`config.mk`:
```
export PLATFORM = sky130hd
export DESIGN_NAME = seven_seg_scan_ctrl
export DESIGN_NICKNAME = d
export VERILOG_FILES = /design/src/rtl/seven_seg_scan_ctrl.sv
export SDC_FILE = /design/constraint.sdc
export NUM_CORES = 1
export LEC_CHECK = 0
export CORE_MARGIN = 2
export CORE_UTILIZATION = 35
export CTS_BUF_LIST = sky130_fd_sc_hd__clkbuf_8
export DETAILED_ROUTE_END_ITERATION = 12
export HOLD_SLACK_MARGIN = 0.15
export PLACE_DENSITY_LB_ADDON = 0.05
export SLEW_MARGIN = 10
export SYNTH_ARGS = -nofsm -noshare
export SYNTH_HDL_FRONTEND = slang
export SYNTH_SLANG_ARGS = --single-unit
```
`constraint.sdc`:
```
create_clock -name clk -period 3.85 [get_ports clk]
set_clock_uncertainty 0.15 [all_clocks]
set_input_delay 0.77 -clock clk [delete_from_list [all_inputs] [get_ports clk]]
set_output_delay 0.77 -clock clk [all_outputs]
set_load 0.01 [all_outputs]
```
`src/rtl/seven_seg_scan_ctrl.sv`:
```
// seven_seg_scan_ctrl
//   Time-multiplexed scan controller for a NUM_DIGITS-digit 7-segment display.
//   One shared BCD decoder is fed from bcd_out. digit_en is a one-hot digit
//   select. Each digit slot is PRESCALE clocks long: BLANK_CYCLES blanked
//   clocks, then the digit is shown for the rest of the slot. A new display
//   word is taken over valid/ready into a pending register. It becomes the
//   active (displayed) word only at a frame wrap, so a frame never mixes the
//   nibbles of two different words.
//
//   Optional feature macro: SEG_LZB_EN (leading-zero blanking).
//
// Ports
//   clk          clock, rising edge
//   rst_n        synchronous reset, active low
//   in_valid     in_word is valid
//   in_ready     controller can accept in_word this cycle
//   in_word      BCD digits, [3:0] = digit 0 (least significant)
//   bcd_out      BCD nibble of the current digit
//   digit_en     one-hot digit select, all zero while blanked
//   frame_start  one-cycle pulse in the first cycle of a new frame
module seven_seg_scan_ctrl #(
    parameter int NUM_DIGITS   = 4,
    parameter int PRESCALE     = 50000,
    parameter int BLANK_CYCLES = 16
) (
    input  logic                    clk,
    input  logic                    rst_n,
    input  logic                    in_valid,
    output logic                    in_ready,
    input  logic [4*NUM_DIGITS-1:0] in_word,
    output logic [3:0]              bcd_out,
    output logic [NUM_DIGITS-1:0]   digit_en,
    output logic                    frame_start
);
    localparam int CW = $clog2(PRESCALE);
    localparam int IW = $clog2(NUM_DIGITS);
    localparam int WW = 4 * NUM_DIGITS;
    localparam logic [CW-1:0] CNT_LAST = CW'(PRESCALE - 1);
    localparam logic [CW-1:0] CNT_SHOW = CW'(BLANK_CYCLES);
    localparam logic [IW-1:0] IDX_LAST = IW'(NUM_DIGITS - 1);

    typedef enum logic {BLANK, SHOW} state_t;

    state_t        state, state_nxt;
    logic [CW-1:0] slot_cnt, cnt_nxt;
    logic [IW-1:0] digit_idx, idx_nxt;
    logic [WW-1:0] active, active_nxt;
    logic [WW-1:0] pending, pending_nxt;
    logic          pending_full, pf_nxt;
    logic          drain, drain_nxt;
    logic          slot_end, wrap, xfer, lit;
    logic [NUM_DIGITS-1:0]      en_nxt;
    logic [NUM_DIGITS-1:0][3:0] active_nib;

`ifdef SEG_LZB_EN
    logic [IW-1:0] msd, msd_nxt;

    // Index of the most significant nonzero nibble; nibbles >9 count as nonzero.
    function automatic logic [IW-1:0] msd_of(input logic [WW-1:0] w);
        msd_of = '0;
        for (int i = 0; i < NUM_DIGITS; i++)
            if (w[4*i +: 4] != 4'd0) msd_of = IW'(i);
    endfunction
`endif

    // Next-state and registered-output values.
    always_comb begin
        slot_end = (slot_cnt == CNT_LAST);
        wrap     = slot_end && (digit_idx == IDX_LAST);
        cnt_nxt  = slot_end ? '0 : slot_cnt + CW'(1);
        idx_nxt  = digit_idx;
        if (slot_end) idx_nxt = wrap ? '0 : digit_idx + IW'(1);

        state_nxt = state;
        case (state)
            BLANK:   if (cnt_nxt == CNT_SHOW) state_nxt = SHOW;
            SHOW:    if (slot_end)            state_nxt = BLANK;
            default: state_nxt = BLANK;
        endcase

        // The active word swaps at the wrap edge so that digit 0 of the new
        // frame already shows it. The pending slot is released one cycle later
        // (drain), which keeps in_ready low through the frame_start cycle. A
        // word accepted on the wrap edge itself only lands in pending.
        xfer        = in_valid && in_ready;
        active_nxt  = active;
        pending_nxt = pending;
        pf_nxt      = pending_full;
        drain_nxt   = drain;
        if (drain) begin
            pf_nxt    = 1'b0;
            drain_nxt = 1'b0;
        end
        if (wrap && pending_full && !drain) begin
            active_nxt = pending;
            drain_nxt  = 1'b1;
        end
        if (xfer) begin
            pending_nxt = in_word;
            pf_nxt      = 1'b1;
        end

`ifdef SEG_LZB_EN
        msd_nxt = wrap ? msd_of(active_nxt) : msd;
        lit     = (idx_nxt <= msd_nxt);
`else
        lit     = 1'b1;
`endif
        en_nxt = '0;
        if (state_nxt == SHOW && lit) en_nxt = NUM_DIGITS'(1) << idx_nxt;

        active_nib = active_nxt;
    end

    always_ff @(posedge clk) begin
        if (!rst_n) begin
            state        <= BLANK;
            slot_cnt     <= '0;
            digit_idx    <= '0;
            active       <= '0;
            pending      <= '0;
            pending_full <= 1'b0;
            drain        <= 1'b0;
            in_ready     <= 1'b1;
            digit_en     <= '0;
            bcd_out      <= 4'd0;
            frame_start  <= 1'b0;
`ifdef SEG_LZB_EN
            msd          <= '0;
`endif
        end else begin
            state        <= state_nxt;
            slot_cnt     <= cnt_nxt;
            digit_idx    <= idx_nxt;
            active       <= active_nxt;
            pending      <= pending_nxt;
            pending_full <= pf_nxt;
            drain        <= drain_nxt;
            in_ready     <= ~pf_nxt;
            digit_en     <= en_nxt;
            bcd_out      <= active_nib[idx_nxt];
            frame_start  <= wrap;
`ifdef SEG_LZB_EN
            msd          <= msd_nxt;
`endif
        end
    end
endmodule

```
* Word level (Yosys, flattened, before mapping)
Index checks and enable logic that the tools add are counted.
** Storage, ports and cells
- Register bits after elaboration :: 63
- Input bits :: 19
** Cells by class
- Bitwise operators :: 2
- $add $sub $neg :: 2
- Muxes and demuxes :: 12
- Equal/unequal tests :: 3
- Reductions and logical operators :: 6
- Order comparisons :: 1
- Shift-type cells :: 1
** Operator list (number)
- $mux W16 :: 2
- $add A16 B1 Y16 const B :: 1
- $eq A16 B16 Y1 const B :: 1
- $eq A16 B5 Y1 const B :: 1
- $bmux W4 S2 :: 1
- $mux W1 :: 5
- $logic_and A1 B1 Y1 :: 4
- $mux W2 :: 2
- $mux W4 :: 1
- $shl A1 B2 Y4 const A :: 1
- $lt A2 B3 Y1 const B :: 1
- $add A2 B1 Y2 const B :: 1
- $eq A2 B2 Y1 const B :: 1
- $not A1 Y1 :: 2
- $pmux W1 S2 :: 1
- $reduce_and A2 Y1 :: 1
- $logic_not A1 Y1 :: 1

* Longest topological paths before layout
Gate-level depths: netlist (run 1).
- Depth after elaboration :: 7
- Depth in mapped cells :: 8

* Least setup slack after synthesis (run 1)
Ideal clock, no wire load.
- Path kind :: reg-to-reg
- Start point :: register slot_cnt[11]
- End point :: register bcd_out[2]
- Stages on the path, launching flop included :: 8
- Required time :: 3.574 ns
- Arrival :: 2.281 ns
- Setup slack :: 1.293 ns
- Period minus slack after synthesis :: 2.557 ns
- Path buffers :: 1
- Path through :: dfxtp_1 > or4b_4 > nor4_4 > mux2i_1 > buf_4 > mux2_1 > nand2_1 > o221ai_2
** On the way
- Word-level cells in the longest chain between the ends :: 7
** Ends and longest elaborated chain
- from (decl) :: RTL line 45 : logic [CW-1:0] slot_cnt, cnt_nxt;
- from (signal assigned) :: RTL line 133 : slot_cnt <= cnt_nxt;
- $eq A16 B16 Y1 * :: RTL line 68 : slot_end = (slot_cnt == CNT_LAST);
- $logic_and A1 B1 Y1 :: RTL line 69 : wrap = slot_end && (digit_idx == IDX_LAST);
- $logic_and A1 B1 Y1 (2 in series) :: RTL line 94 : if (wrap && pending_full && !drain) begin
- $mux W16 :: RTL line 94
- $bmux W4 S2 * :: RTL line 141 : bcd_out <= active_nib[idx_nxt];
- $mux W4 (not written as such) * :: RTL line 141
- to (signal assigned) :: RTL line 141
- to (decl) :: RTL line 31 : output logic [3:0] bcd_out,
Every way passes the cells marked *; elsewhere a longest branch is shown, timed or not. The select of a mux whose other input is x is not followed.
A chain may end at the register's enable or synchronous reset.

* Final worst setup path (run 1)
- Start point :: register slot_cnt[0]
- End point :: register bcd_out[0]
The elaborated chain is that of the path after synthesis.

==> results of run 1 <==
[layer usage]
metal / track usage / share of wire / routed length (um) / vias up
met4: 0.0592 / 0.012 / 71 / 0
met5: 0 / 0 / 0 / -
met1: 0.217 / 0.56 / 3340 / 972
met3: 0.0305 / 0.037 / 223 / 7
met2: 0.199 / 0.39 / 2340 / 36
li1: - / - / - / 1099
[report_power, final]
group	internal [mW]	switching, mW	total, mW
logic	0.0358	0.0318	0.0676
clock network	0.531	0.254	0.785
registers	0.666	0.0124	0.679
[path summary, 6_finish.rpt]
path	slack [ns]	to	cells past startpoint	startpoint
min reg2reg	0.31	active[10]$_SDFF_PN0_	2	active[10]$_SDFF_PN0_
max reg2reg	0.98	bcd_out[0]$_SDFF_PN0_	7	slot_cnt[0]$_SDFF_PN0_
min	0.31	active[10]$_SDFF_PN0_	2	active[10]$_SDFF_PN0_
max	0.98	bcd_out[0]$_SDFF_PN0_	7	slot_cnt[0]$_SDFF_PN0_
[worst register-to-register path, delay by kind of cell (launching register included)]
kind	cells	cell delay [ns]
mux	1	0.25
compound gates	1	0.24
fa+ha+maj	1	0.24
flops	1	0.42
simple gates	4	1.48
[logic make-up (layout without fill, tap and decap cells)]
family                   after synthesis  count (layout)
AND/OR/NAND/NOR                      138             138
buffers and inverters                 22              50
AO/OA/AOI/OAI                         57              57
XOR/XNOR                              15              15
adder cells (fa/ha/maj)                2               2
multiplexers                          11              11
flip-flops                            63              63
[registers in the layout (all words and copies together) (netlist names)]
name / cells
active: 16
bcd_out: 4
digit_en: 4
digit_idx: 2
drain: 1
frame_start: 1
in_ready: 1
pending: 16
pending_full: 1
slot_cnt: 16
state: 1
[final cells by class]
| class | instances | share of cell area |
|---|---|---|
| Clock buffer | 11 | 0.0441 |
| Clock inverter | 5 | 0.0372 |
| Inverter | 2 | 0.00219 |
| Multi-Input combinational cell | 223 | 0.422 |
| Sequential cell | 63 | 0.367 |
| Tap cell | 102 | 0.0372 |
| Timing Repair Buffer | 32 | 0.0904 |
[stage by stage]
stage	instances	total power, mW	hold WS, ns	area, um2	utilization
6_report	438	1.53	0.313	3430	0.442
5_1_grt	438	1.59	0.333	3430	0.442
4_1_cts	438	1.55	0.315	3430	0.442
3_5_place_dp	422	0.762	0.304	3150	0.406
3_3_place_gp	422	0.762	0.298	3150	0.406
2_1_floorplan	308	0.728	0.289	2820	-
[cells in the final DEF, fill, tap and decap left out, types with 5 or more instances in the layout]
cell type,instances
clkbuf_8,11
nor2b_1,5
a21boi_0,32
nor2_1,19
clkdlybuf4s50_1,28
mux2i_1,6
nand2_1,77
dfxtp_1,63
nand4_1,6
xnor2_1,11
==> flow_metrics.py, run 1 <==
metrics = {
    "run_status": {
        "outcome": "completed",
    },
    "synthesis": {
        "yosys_warnings": 0,
        "syn_inst": 308,
        "synth_xor_area_frac": 0.0465,
        "synth_fa_ha_area_frac": 0.00886,
        "yosys.cell_count.top_type": "nand2_1",
        "syn-num-nets": 329,
        "ys_seq_elements": 63,
        "synthMuxAreaShare": 0.0452,
        "synth_cell_types": 47,
        "synth_top_cell_area_share": 0.447,
        "synth_top_family_by_area": "simple AND/OR/NAND/NOR gates",
        "yosysTopAreaCell": "dfxtp_1",
        "synth_simple_gate_area_frac": 0.241,
        "async_reset_ff_frac": 0,
        "synth_area_leaders": "dfxtp_1 (45%), nand2_1 (10%), a21boi_0 (8.5%)",
        "netlist_area_um2": 2820,
        "synth_commonest_cells": "nand2_1 (77), dfxtp_1 (63), a21boi_0 (32)",
        "avgSynthCellArea_um2": 9.17,
        "synthFlopType": "dfxtp_1",
        "synth_compound_area_frac": 0.168,
        "seq_area_frac_synth": 0.447,
        "synth-edff-count": 0,
    },
    "clocking": {
        "clkTransAtPathRegs_ns": 0.07,
        "ctsHoldBuffers": 0,
        "cts_buffers": 9,
        "clock-root-buffer": "clkbuf_8",
        "cts_setup_buffers": 0,
        "clk_latency_ns": 0.33,
        "cts_resized": 0,
        "h-tree-depth": 3,
        "cts.sink_count": 63,
        "cts_tree": "built",
        "max-clock-path-buffers": 2,
    },
    "sta": {
        "worst_slack_ns": 0.985,
        "tightest_slew_ns": 0.635,
        "period_share": 0.744,
        "setup_tns_ns": 0,
        "relSlewSlack": 0.577,
        "rsz0062_at_grt": "false",
        "slew_violations": 0,
        "setup_violations": 0,
        "finalHoldViolCount": 0,
        "fmax_mhz": 349,
        "fin_crit_ns": 2.87,
    },
    "power_and_ir_drop": {
        "power.density_nw_per_um2": 446,
        "vdd_drop_max_mv": 0.169,
        "p_leak_nw": 1.26,
    },
    "finish": {
        "final-seq-area_um2": 1260,
        "drive_above_1_share": 0.128,
        "diodes": 0,
        "fill_cells": 759,
        "nets": 352,
        "syn_to_final_growth_pct": 21.6,
        "multi_input_area_um2": 1450,
    },
    "worst_hold_path": {
        "hold_path.class": "register to register",
    },
    "floorplan": {
        "design.core.area_um2": 7770,
        "num_io_pins": 29,
        "die_h_um": 93.8,
        "rows": 32,
        "initial_core_util": 0.364,
        "die_x_um": 93.8,
        "die_area_um2": 8800,
    },
    "critical_path": {
        "cp_top_family": "simple AND/OR/NAND/NOR gates",
        "worstPathArrival_ns": 2.95,
        "worstPathCellList": "ha_1 -> nand3_1 -> or4_4 -> mux2i_4 -> nor2b_2 -> nand2_2 -> o221ai_2",
        "cp-start-kind": "register",
        "critical_path.slowest_cell": "or4_4",
        "worst-path-buf-inv": 0,
        "crit_fanout": 9,
        "cp-end-kind": "register",
        "crit_type": "register to register",
        "cp.required_ns": 3.93,
        "slowest_delay_ns": 0.64,
    },
    "global_route": {
        "grt_pass1_wl_um": 9980,
        "grtUsageTotal": 0.145,
        "grt_remaining_overflow": 0,
        "grt_pass1_vias": 2058,
        "antenna_found_initial": 0,
        "grt_max_degree": 45,
    },
    "place": {
        "dp_hpwl_um": 4090,
        "placement.setup.worst_slack_ns": 0.992,
        "io_buffer_count": 28,
        "place_congestion": 0.825,
    },
    "drt": {
        "drt_iter0_drc": 97,
        "wirelength_um": 5970,
        "wl_per_cell_um": 13.6,
        "ant_nets": 0,
        "drcViolationCount": 0,
        "drt_pass1_iterations": 4,
        "avgViaCountPerCell": 4.83,
        "vias": 2114,
    },
    "job": {
        "maxCapViolations": 0,
    },
}
Power figures use the tool's default switching activity.
==> run 2: changes to the inputs <==
==> constraint.sdc (replaced) <==
create_clock -name clk -period 2.95 [get_ports clk]
set_clock_uncertainty 0.15 [all_clocks]
set_input_delay 0.59 -clock clk [delete_from_list [all_inputs] [get_ports clk]]
set_output_delay 0.59 -clock clk [all_outputs]
set_load 0.01 [all_outputs]
==> flow_metrics.py, run 2 (synthesis gave the netlist of run 1 again) <==
metrics = {
    "clocking": {
        "h-tree-depth": 3,
        "clock-root-buffer": "clkbuf_8",
        "clkTransAtPathRegs_ns": 0.07,
        "ctsHoldBuffers": 0,
        "max-clock-path-buffers": 2,
        "clk_latency_ns": 0.34,
        "cts_tree": "built",
        "cts.sink_count": 63,
        "cts_resized": 0,
        "cts_buffers": 9,
        "cts_setup_buffers": 0,
    },
    "sta": {
        "finalHoldViolCount": 0,
        "tightest_slew_ns": 0.587,
        "fin_crit_ns": 2.73,
        "rsz0062_at_grt": "false",
        "setup_violations": 0,
        "fmax_mhz": 367,
        "slew_violations": 0,
        "setup_tns_ns": 0,
        "period_share": 0.925,
        "relSlewSlack": 0.609,
    },
    "critical_path": {
        "worstPathArrival_ns": 2.83,
        "timing.rr.end": "bcd_out[0]$_SDFF_PN0_",
        "r2r_start": "slot_cnt[12]$_SDFF_PN0_",
        "cp-start-kind": "register",
        "critical_path.slowest_cell": "or4b_4",
        "cp-end-kind": "register",
        "crit_type": "register to register",
        "r2r_slack_ns": 0.22,
        "slowest_delay_ns": 0.58,
        "worstPathCellList": "or4b_4 -> or4_4 -> mux2i_4 -> nor2b_2 -> nand2_2 -> o221ai_2",
        "crit_fanout": 9,
        "rr_worst_depth": 6,
        "cp.required_ns": 3.06,
    },
    "finish": {
        "final-seq-area_um2": 1260,
        "final_common_cell": "nand2_1",
        "diodes": 0,
        "final_cell_area_um2": 3370,
        "fill_cells": 802,
        "syn_to_final_growth_pct": 19.3,
        "most-common-layout-cells": "nand2_1 (77), dfxtp_1 (63), a21boi_0 (32), clkdlybuf4s50_1 (28), nor2_1 (19)",
        "drive_above_1_share": 0.135,
        "nets": 357,
        "final_cells": 442,
        "reg_top3": "active x16, pending x16, slot_cnt x16",
        "multi_input_area_um2": 1450,
    },
    "floorplan": {
        "design.core.area_um2": 7770,
        "die_area_um2": 8800,
        "rows": 32,
        "initial_core_util": 0.364,
        "die_x_um": 93.8,
        "die_h_um": 93.8,
        "num_io_pins": 29,
    },
    "run_status": {
        "outcome": "completed",
    },
    "drt": {
        "wirelength_um": 6020,
        "drt_pass1_iterations": 4,
        "avgViaCountPerCell": 4.77,
        "drt_iter0_drc": 84,
        "wl_per_cell_um": 13.6,
        "vias": 2110,
        "drcViolationCount": 0,
        "ant_nets": 0,
    },
    "place": {
        "place_congestion": 0.766,
        "io_buffer_count": 28,
        "dp_hpwl_um": 4180,
        "place_area_um2": 3190,
        "dp.cells": 427,
    },
    "job": {
        "maxCapViolations": 0,
    },
    "global_route": {
        "grt_pass1_vias": 1988,
        "grt_max_degree": 37,
        "grt_pass1_wl_um": 10100,
        "antenna_found_initial": 0,
        "grtUsageTotal": 0.150,
        "grt_remaining_overflow": 0,
    },
    "power_and_ir_drop": {
        "p_leak_nw": 1.25,
        "vdd_drop_max_mv": 0.205,
        "power.density_nw_per_um2": 497,
    },
    "worst_hold_path": {
        "min_to": "active[14]$_SDFF_PN0_",
        "hp-start": "pending[14]$_SDFFE_PN0P_",
        "whs_path_depth": 2,
        "hold_path.class": "register to register",
    },
}
run 2: cell types whose count changed in the layout (fill, tap and decap cells not counted):
cell / delta
inv_1: +1
buf_4: +5
clkinv_2: +4
clkbuf_8: -2
clkinvlp_4: -1
bufinv_16: -3
run 2: final cells by class:
cell class / instances / share of cell area
inverter: 2 / 0.00223
multi-input combinational: 223 / 0.430
sequential: 63 / 0.374
tap: 102 / 0.0379
clock inverter: 6 / 0.0160
timing repair buffer: 37 / 0.103
clock buffer: 9 / 0.0368
run 2: worst max path at each step:
| stage | startpoint | endpoint | slack (ns) | cells past startpoint |
|---|---|---|---|---|
| after floorplan | slot_cnt[11]$_SDFF_PN0_ | bcd_out[2]$_SDFF_PN0_ | 0.39 | 7 |
| final | slot_cnt[12]$_SDFF_PN0_ | bcd_out[0]$_SDFF_PN0_ | 0.22 | 6 |
| after global placement | slot_cnt[11]$_SDFF_PN0_ | bcd_out[0]$_SDFF_PN0_ | 0.29 | 6 |
| after detailed placement | slot_cnt[14]$_SDFF_PN0_ | bcd_out[0]$_SDFF_PN0_ | 0.23 | 6 |
| after global routing | slot_cnt[12]$_SDFF_PN0_ | bcd_out[0]$_SDFF_PN0_ | 0.11 | 6 |
| after CTS | slot_cnt[12]$_SDFF_PN0_ | bcd_out[0]$_SDFF_PN0_ | 0.22 | 6 |
run 2: report_power, final:
part | switching, mW | total, mW | internal (mW)
registers | 0.0164 | 0.886 | 0.870
clock network | 0.325 | 0.701 | 0.376
logic | 0.0416 | 0.0891 | 0.0475
total | 0.383 | 1.68 | 1.29
run 2: through the flow:
step	util	worst slack [ns]	total power [mW]	hold WS, ns
floorplan	-	0.393	0.951	0.289
global placement	0.411	0.289	0.995	0.297
detailed placement	0.411	0.233	0.995	0.306
CTS	0.434	0.217	1.70	0.314
global route	0.434	0.108	1.76	0.342
finish	0.434	0.223	1.68	0.311
run 2: critical path, delay by kind of cell (launching register included):
kind	cells	cell delay, ns
muxes	1	0.25
AOI/OAI and AO/OA	1	0.21
and+or+nand+nor	4	1.67
DFF	1	0.37
run 2: metal layers:
metal | global-route usage | part of all wire | wire length (um) | vias up
met2 | 0.190 | 0.38 | 2270 | 39
met4 | 0.0797 | 0.023 | 136 | 0
met1 | 0.231 | 0.57 | 3420 | 945
met3 | 0.0321 | 0.033 | 200 | 12
li1 | - | - | - | 1114
met5 | 0 | 0 | 0 | -
==> edit: new RTL, config.mk and constraints of run 2 <==
The output `digit_en` loses its register stage (`digit_en` becomes a continuous assignment).
--- a/src/rtl/seven_seg_scan_ctrl.sv
+++ b/src/rtl/seven_seg_scan_ctrl.sv
@@ -122,7 +122,6 @@
             pending_full <= 1'b0;
             drain        <= 1'b0;
             in_ready     <= 1'b1;
-            digit_en     <= '0;
             bcd_out      <= 4'd0;
             frame_start  <= 1'b0;
 `ifdef SEG_LZB_EN
@@ -137,7 +136,6 @@
             pending_full <= pf_nxt;
             drain        <= drain_nxt;
             in_ready     <= ~pf_nxt;
-            digit_en     <= en_nxt;
             bcd_out      <= active_nib[idx_nxt];
             frame_start  <= wrap;
 `ifdef SEG_LZB_EN
@@ -145,5 +143,7 @@
 `endif
         end
     end
+
+    assign digit_en = en_nxt;
 endmodule
 
Check against the original RTL: no difference found for any inputs over 10 cycles, from zero or initial values and one cycle with rst_n low; that may be too few to reach the edited logic, so the function may still have changed.
==> edit against run 2 <==
  * The flow now finishes with violations (negative setup slack)
  * Fmax is 15% lower
  * Worst hold slack worse by 0.0053 ns
  * Sequential cell count fell by 4
  * Routed wire length grew 7.9%
  * Power fell by 6.6%
  * Area after synthesis shrank 4.2%
  * Final area increased by 5.3%
  * Sequential power decreased by 6.4%
  * Critical path type is now register to output pin
  * Worst setup slack worse by 0.47 ns
==> edit: results (changes against run 2) <==
metric	value	unit	change
cts_buffers	9		unchanged
synth_compound_area_share	13.6	%	-3.2 points
synth_area_leaders	dfxtp_1 44%, nand2_1 9.8%, a21oi_1 6.3%		
grt_pass1_vias	2356		+19%
clockRootBuffer	clkbuf_8		
grt_start_max_net_pins	18		-51%
status	complete, but fails checks		
p_leak	0.00129	uW	+3.4%
cp_top_family	buffers and inverters		
grt_pass1_wl	11100	um	+10%
clk_pin_slew_worst_paths	0.07	ns	about the same
synth_cell_type_count	49		+4.3%
synth-async-reset-ratio	0	%	unchanged
worstMarginPinSlew	0.678	ns	+0.0904 ns
first_pass_iters	7		+3
synth_fa_ha_area_share	0.925	%	+0.039 points
synthTopCellsByCount	71 x nand2_1, 59 x dfxtp_1, 34 x a21oi_1, 29 x nor2_1, 12 x clkbuf_1		
dpl.hpwl	4680	um	+12%
r2r_cells	10		+4
synth_xor_area_share	5.18	%	+0.53 points
arrival	2.46	ns	-0.37 ns
ir_drop	224	uV	+9.4%
grt_use_total	16.6	%	+1.6 points
gp_congestion	0.809		+5.6%
setup.worst_path.start	slot_cnt[1]		
synthMuxAreaShare	4.62	%	+0.10 points
syn-num-nets	345		+4.9%
violations	negative setup slack		
portBuffers	28		unchanged
switchingPower	397	uW	+3.7%
ys_seq_area_share	43.6	%	-1.0 points
cp_max_fo	4		-5
endpoint	digit_en[2]		
dp_slack	-0.457	ns	-0.690 ns
antenna_found_initial	0		unchanged
cp_slowest_cell	dfxtp_2		
r2r-end	bcd_out[1]		
instances_no_fill	489		+11%
fin_nets	403		+13%
r2r-start	slot_cnt[1]		
syn_inst	324		+5.2%
drt-total-wl	6500	um	+7.9%
drtIter0Drc	87		+3.6%
drt-vias-per-instance	4.85		+1.7%
max_stage_delay	0.35	ns	-0.23 ns
layout_setup_ws	-0.247	ns	-0.469 ns
place_inst	472		+11%
timing.final.setup_violations	4		+4
ff2ff_setup_slack	0.48	ns	+0.26 ns
clock_path_buffers	2		unchanged
layout-drive-gt1-share	22.7	%	+9.2 points
-- edit: cell type report --
cell class / count / area [sq um]
Fill cell: 789 / 4060
Multi-Input combinational cell: 238 / 1470
Sequential cell: 59 / 1190
Timing Repair Buffer: 67 / 561
Tap cell: 102 / 128
Clock buffer: 9 / 124
Clock inverter: 7 / 45.0
Inverter: 7 / 26.3
-- edit: stage by stage --
stage	cell area [sq um]	setup TNS (ns)
global route	3550	-1.43
floorplan	2720	0
global placement	3300	-1.61
CTS	3490	-1.48
finish	3550	-0.904
detailed placement	3300	-1.74
-- edit: how the worst min path moves through the flow --
| stage | from | to | slack, ns | cells after the start |
|---|---|---|---|---|
| floorplan | active[7] | active[7] | 0.28 | 2 |
| global placement | active[3] | active[3] | 0.30 | 2 |
| detailed placement | active[3] | active[3] | 0.30 | 2 |
| CTS | active[3] | active[3] | 0.31 | 2 |
| global route | active[14] | active[14] | 0.32 | 2 |
| finish | active[2] | active[2] | 0.31 | 2 |
-- edit: power groups by stage --
stage | sequential (uW) | combinational [uW] | clock [uW]
detailed placement | 846 | 98.0 | 0
finish | 829 | 100 | 635
CTS | 829 | 101 | 661
floorplan | 844 | 49.3 | 0
global route | 832 | 112 | 695
global placement | 845 | 97.3 | 0
-- edit: layer usage --
layer	vias up	GRT usage [%]	share of wire [%]
li1	1243	-	-
met5	-	0	0
met4	0	7.09	1.8
met2	35	28.8	48
met3	11	4.03	3.5
met1	1085	19.6	46
-- edit: worst min-delay path: stages, from the launching register on --
cell and delay [ns]:
dfxtp_1 0.31, nand2_1 0.05, a21oi_1 0.05
-- edit: what timing repair did --
action,in CTS,in global routing
buffers inserted,1,0
setup endpoints to repair,4,4
resized for setup,22,14
cloned,0,0
hold endpoints to repair,0,0
pin swaps,10,6
